==> src/rtl/issue_scoreboard.sv <==
// rtl/issue_scoreboard.sv - single-entry RV32I issue stage with a per-register pending-write scoreboard
module issue_scoreboard (
    input  logic        CLK,
    input  logic        RST_N,
    input  logic        in_valid,
    output logic        in_ready,
    input  logic [31:0] instruction,
    output logic        out_valid,
    input  logic        out_ready,
    output logic [31:0] out_instruction,
    output logic        out_illegal,
    input  logic        wb_valid,
    input  logic [4:0]  wb_rd,
    input  logic        flush,
    output logic [31:0] busy_mask,
    output logic [15:0] stall_count
);

    typedef enum logic [1:0] {
        S_EMPTY = 2'd0,
        S_WAIT  = 2'd1,
        S_ISSUE = 2'd2
    } state_t;

    state_t      r_state;
    state_t      w_state_nxt;
    logic [31:0] r_instr;
    logic [31:0] r_busy;
    logic [31:0] w_busy_nxt;
    logic [15:0] r_stall;

    logic [6:0]  w_opcode;
    logic [4:0]  w_rd;
    logic [4:0]  w_rs1;
    logic [4:0]  w_rs2;
    logic        w_uses_rs1;
    logic        w_uses_rs2;
    logic        w_uses_rd;
    logic        w_illegal;
    logic        w_hazard;
    logic        w_accept;
    logic        w_issue_fire;
    logic        w_stall;

    assign w_opcode = r_instr[6:0];
    assign w_rd     = r_instr[11:7];
    assign w_rs1    = r_instr[19:15];
    assign w_rs2    = r_instr[24:20];

    always_comb begin
        w_uses_rs1 = 1'b0;
        w_uses_rs2 = 1'b0;
        w_uses_rd  = 1'b0;
        w_illegal  = 1'b0;
        case (w_opcode)
            7'b0110011: begin
                w_uses_rs1 = 1'b1;
                w_uses_rs2 = 1'b1;
                w_uses_rd  = 1'b1;
            end
            7'b0010011, 7'b0000011, 7'b1100111: begin
                w_uses_rs1 = 1'b1;
                w_uses_rd  = 1'b1;
            end
            7'b0100011, 7'b1100011: begin
                w_uses_rs1 = 1'b1;
                w_uses_rs2 = 1'b1;
            end
            7'b0110111, 7'b0010111, 7'b1101111: begin
                w_uses_rd  = 1'b1;
            end
            default: w_illegal = 1'b1;
        endcase
    end

    // busy bit 0 is held at zero, so x0 operands can never raise a hazard
    assign w_hazard = (w_uses_rs1 && r_busy[w_rs1]) ||
                      (w_uses_rs2 && r_busy[w_rs2]) ||
                      (w_uses_rd  && r_busy[w_rd]);

    always_comb begin
        w_state_nxt  = r_state;
        w_accept     = 1'b0;
        w_issue_fire = 1'b0;
        w_stall      = 1'b0;
        case (r_state)
            S_EMPTY: begin
                if (!flush && in_valid) begin
                    w_accept    = 1'b1;
                    w_state_nxt = S_WAIT;
                end
            end
            S_WAIT: begin
                if (flush) begin
                    w_state_nxt = S_EMPTY;
                end else if (w_illegal || !w_hazard) begin
                    w_state_nxt = S_ISSUE;
                end else begin
                    w_stall = 1'b1;
                end
            end
            S_ISSUE: begin
                if (flush) begin
                    w_state_nxt = S_EMPTY;
                end else if (out_ready) begin
                    w_issue_fire = 1'b1;
                    w_state_nxt  = S_EMPTY;
                end
            end
            default: w_state_nxt = S_EMPTY;
        endcase
    end

    // the issuing set is applied after the writeback clear so it wins on a collision
    always_comb begin
        w_busy_nxt = r_busy;
        if (wb_valid) begin
            w_busy_nxt[wb_rd] = 1'b0;
        end
        if (w_issue_fire && w_uses_rd) begin
            w_busy_nxt[w_rd] = 1'b1;
        end
        w_busy_nxt[0] = 1'b0;
    end

    always_ff @(posedge CLK or negedge RST_N) begin
        if (!RST_N) begin
            r_state <= S_EMPTY;
            r_instr <= '0;
            r_busy  <= '0;
            r_stall <= '0;
        end else begin
            r_state <= w_state_nxt;
            r_busy  <= w_busy_nxt;
            if (w_accept) begin
                r_instr <= instruction;
            end else if (flush) begin
                r_instr <= '0;
            end
            if (w_stall && (r_stall != 16'hFFFF)) begin
                r_stall <= r_stall + 16'd1;
            end
        end
    end

    assign in_ready        = (r_state == S_EMPTY);
    assign out_valid       = (r_state == S_ISSUE);
    assign out_illegal     = out_valid && w_illegal;
    assign out_instruction = r_instr;
    assign busy_mask       = r_busy;
    assign stall_count     = r_stall;

endmodule

==> config.mk <==
export PLATFORM = sky130hd
export DESIGN_NAME = issue_scoreboard
export DESIGN_NICKNAME = d
export VERILOG_FILES = /design/src/rtl/issue_scoreboard.sv
export SDC_FILE = /design/constraint.sdc
export NUM_CORES = 1
export LEC_CHECK = 0
export CORE_ASPECT_RATIO = 0.9
export CORE_MARGIN = 4
export CORE_UTILIZATION = 34
export DETAILED_ROUTE_END_ITERATION = 6
export SLEW_MARGIN = 20
export SYNTH_ARGS = -nofsm -noshare
export SYNTH_HDL_FRONTEND = slang
export SYNTH_SLANG_ARGS = --single-unit
export TNS_END_PERCENT = 20
==> constraint.sdc <==
create_clock -name CLK -period 6.4 [get_ports CLK]
set_clock_uncertainty 0.2 [all_clocks]
set_input_delay 1.28 -clock CLK [delete_from_list [all_inputs] [get_ports CLK]]
set_output_delay 1.28 -clock CLK [all_outputs]
set_load 0.03 [all_outputs]
## Yosys cells after proc, flatten, opt, wreduce, memory -nomap -nowiden

Index checks and enable logic that the tools add are counted.

| word-level totals | value |
|---|---|
| input bits | 43 |
| word-level logic and storage cells | 82 |
| register bits | 81 |
| output and inout port bits | 83 |

| cells by class | value |
|---|---|
| eq/ne operators | 15 |
| reduce and logical (&&, ||, !) cells | 21 |
| magnitude comparators | 6 |
| bitwise operators | 3 |
| add/sub/neg operators | 1 |
| multiplexer cells | 32 |

Operators by type and width:

| cell | number |
|---|---|
| two-way mux 32 bit | 4 |
| bitwise AND 32 bit | 1 |
| NOT 32 bit | 1 |
| OR 32 bit | 1 |
| < comparator 5 x 6 -> 1 bit, second input constant | 4 |
| == test 7 x 6 -> 1 bit, second input constant | 3 |
| == test 7 bit, second input constant | 3 |
| two-way mux 1 bit | 17 |
| adder 16 x 1 -> 16 bit, second input constant | 1 |
| inequality test 16 bit, second input constant | 1 |
| binary-select mux 1 bit (select 5 bit) | 3 |
| == test 7 x 5 -> 1 bit, second input constant | 2 |
| demux 1 bit (select 5 bit) | 2 |
| greater-or-equal comparator 5 x 1 -> 1 bit, second input constant | 2 |
| two-way mux 2 bit | 5 |
| logical AND 1 bit | 9 |
| OR reduction 9 bit | 1 |
| == test 7 x 2 -> 1 bit, second input constant | 1 |
| OR reduction 7 bit | 1 |
| case mux 2 bit (3 select lines) | 1 |
| OR reduction 6 bit | 1 |
| logical OR 1 bit | 3 |
| inequality test 3 x 1 -> 1 bit, second input constant | 1 |
| inequality test 3 bit, second input constant | 1 |
| 8 further kinds | 9 |

## Logic depth before layout (Yosys ltp)

| logic depth | value |
|---|---|
| depth after elaboration | 12 |
| gate-level depth with buffers | 9 |
| gate-level depth less buffers | 7 |

## Least setup slack after synthesis

No wires, ideal clock.

| timing | value |
|---|---|
| path kind | input to register |
| from | input flush |
| to | register r_stall[1], in the netlist stall_count[1] |
| path buffers | 0 |
| required time | 6.072 ns |
| setup slack | 3.089 ns |
| library setup time | 0.128 ns |
| arrival | 2.983 ns |
| stages on the path | 7 |
| cells stage by stage | or3b_4 or3_4 nor4_1 nand3_1 o311a_4 nor2b_2 mux2_1 |

| on the way | value |
|---|---|
| longest elaborated chain between the ends | 3 |

RTL lines:

| item | RTL line | source |
|---|---|---|
| from (decl) | 14 | `input logic flush,` |
| two-way mux 1 bit | 94 | `if (flush) begin` |
| two-way mux 1 bit | 86 | `case (r_state)` |
| logical AND 1 bit | 140 | `if (w_stall && (r_stall != 16'hFFFF)) begin` |
| to (signal assigned) | 141 | `r_stall <= r_stall + 16'd1;` |
| to (decl) | 30 | `logic [15:0] r_stall;` |

No other way between the ends.
A chain may end at the register's enable or synchronous reset.

## Worst setup path after layout

Same ends and word-level chain as after synthesis.

==> impl_metrics.ini <==
[global_routing]
global_route.usage.total = 0.183
first_global_vias = 3666
top_usage_layer = met2
antenna_found_initial = 0
grt_start_max_net_pins = 82
gr-total-overflow = 0
met2_usage = 0.276
grtUsageMet1 = 0.259
grt_pass1_wl_mm = 20.6
grtUsageMet3 = 0.0443

[critical_path]
path_max_fanout = 17
crit_end_category = flop
critPathSlowestCell = sky130_fd_sc_hd__clkdlybuf4s50_1
worstReg2RegEnd = stall_count[1]
maximum_single_stage_delay_on_the_critical_path_ps = 520
critical_path.n_buffers_inverters = 1
r2r_start = out_instruction[7]
reg2reg_depth = 7
cp_cell_sequence = clkdlybuf4s50_1, or3b_4, or3_4, nor4_1, nand3_1, o311a_4, nor2b_2, mux2_1
crit_type = in2reg
critPathRequiredTime_ps = 6410
worstPathArrival_ps = 3780
crit_family = simple AND/OR/NAND/NOR gates
worstSetupStartpointType = input pin
worst-r2r-setup-slack_ps = 3460

[hold_path]
whs_path_depth = 1
min-delay-start = out_instruction[13]
whs_endpoint = out_instruction[13]
worst_hold_path_type = reg2reg

[sta]
period_needed_ps = 3760
postLayoutSetupSlackWorst_ps = 2640
worst_hold_slack_across_all_endpoints_ps = 304
timing_hold_violations_final = 0
achievable-frequency_ghz = 0.266
max_slew.worst_pin.slew_ps = 831
unrepaired_setup_endpoints_after_global_routing = false
max-slew-margin-rel = 0.446
final-max-slew-violation-count = 0
fin_crit_sh = 0.588
final_setup_violation_count = 0
finalSetupTns_ps = 0

[placed_design]
dpl.hpwl_mm = 9.42
port-buffer-count = 124
gpl_congestion = 0.810
pre_cts_slack_ps = 2280

[clock_network]
clk_root_buffer_cell = sky130_fd_sc_hd__clkbuf_16
h-tree-depth = 3
cts.clk_slew.worst_paths_ps = 60
post_cts.repair.setup_buffers = 0
cts-resized-gates = 0
clock_sinks = 81
tritoncts = done
insertion_delay_ps = 330
numCtsBuffers = 9
clock_path_buffers = 2
hold_buffers = 0

[yosys]
netlist_top_cells_area = sky130_fd_sc_hd__dfrtp_1 (48%), sky130_fd_sc_hd__mux4_2 (7.9%), sky130_fd_sc_hd__o21ai_0 (7.6%)
post_synth_num_cell_types = 46
post_synth_inst_count = 381
ys_warn_count = 0
synth-seq-cells = 81
synth_enable_flop_cells = 0
asyncSetResetFlopFracSynth = 1.00
synth_top_area_frac = 0.476
synthDominantAreaCellType = sky130_fd_sc_hd__dfrtp_1
synth_nets = 425
syn_area_per_cell_sq_um = 11.2
yosys_most_used_dff = sky130_fd_sc_hd__dfrtp_1
yosysSeqAreaShare = 0.476
netlist_area_sq_um = 4250

[detailed_routing]
via_count = 3716
remaining_drc_errors = 0
drt-pass1-iter-count = 5
detailedRoute.firstIterationViolations = 216
final_antenna_net_count = 0
avgRoutedWirePerCell_microns = 19.9
vias_per_cell = 5.62
wl_mm = 13.1

[status]
outcome = finished, final reports clean

[floorplanning]
core_area_sq_um = 12200
die_w_microns = 126
die-area_sq_um = 14400
rows = 38
num_io_pins = 126
initial_utilization = 0.350
die-height_microns = 114

[cells_and_area]
finalNetCount = 542
areaGrowthSynthToFinish_pct = 39.6
mostFrequentLayoutCell = sky130_fd_sc_hd__clkdlybuf4s50_1
postLayoutCoreUtil = 0.488
layout.cells.most_common_list = sky130_fd_sc_hd__clkdlybuf4s50_1 (123), sky130_fd_sc_hd__dfrtp_1 (81), sky130_fd_sc_hd__o21ai_0 (65)
antenna-diode-count = 0
final_layout_size_suffix_gt1_frac = 0.114

[power_and_ir_drop]
power.density_cell_area_nw_per_um2 = 214
peakVddDrop_uv = 116
post-layout-total-power_mw = 1.27
leakagePower_nw = 2.44

[run]
timing.max_cap.violations = 0
power by group:
part | total, mW | switching, mW | internal, mW | leakage [nW]
clock network | 0.548 | 0.190 | 0.358 | 0.157
logic | 0.165 | 0.0854 | 0.0793 | 1.17
registers | 0.557 | 0.0308 | 0.526 | 1.11
total | 1.27 | 0.306 | 0.963 | 2.44
worst max path at each step:
stage,startpoint,to,slack (ps),cells past startpoint
2_1_floorplan,flush,stall_count[1],3090,7
3_3_place_gp,flush,stall_count[1],2420,8
3_5_place_dp,flush,stall_count[1],2280,8
4_1_cts,flush,stall_count[1],2630,8
5_1_grt,flush,stall_count[14],2510,8
6_report,flush,stall_count[1],2640,8
per-stage QoR:
| step | instances | cell area (sq um) |
|---|---|---|
| CTS | 661 | 5930 |
| global route | 661 | 5940 |
| detailed placement | 647 | 5620 |
| global placement | 647 | 5620 |
| floorplan | 381 | 4250 |
| finish | 661 | 5940 |
synthesized netlist by cell type (all sizes together) (6+ instances only):
master  number
or3b         7
nor2        16
nand3b      11
clkbuf      11
mux4        15
a22o        32
o22ai        6
mux2i        9
buf          9
nand4        6
xor2        13
nand3       13
mux2        15
nand2       13
nor2b        6
dfrtp       81
o21ai       65
final cells by class:
| type | count | area (sq um) |
|---|---|---|
| multi-input cells | 277 | 2120 |
| clock inverters | 3 | 65.1 |
| fillers | 1134 | 6230 |
| inverters | 3 | 11.3 |
| repair buffers | 126 | 1260 |
| flip-flops and latches | 81 | 2030 |
| well taps | 160 | 200 |
| clock buffers | 11 | 253 |
logic make-up (layout without fill, tap and decap cells):
group | Yosys count | in the layout | synth area share
simple gates | 107 | 107 | 0.151
buf+inv | 23 | 143 | 0.0256
xor+xnor | 13 | 13 | 0.0268
fa+ha+maj | 1 | 1 | 0.00294
other cells | 1 | 1 | 0.000882
compound gates | 116 | 116 | 0.176
mux | 39 | 39 | 0.140
flops | 81 | 81 | 0.476
state kept, by name, summed over array words and instances (netlist names):
signal           count
stall_count         16
r_state              2
busy_mask           31
out_instruction     32
routing by layer:
| layer | vias to the layer above | share of wire |
|---|---|---|
| met1 | 1848 | 0.45 |
| met4 | 0 | 0.021 |
| met3 | 18 | 0.076 |
| met5 | - | 0 |
| met2 | 162 | 0.45 |
| li1 | 1688 | - |
Power figures use the tool's default switching activity.
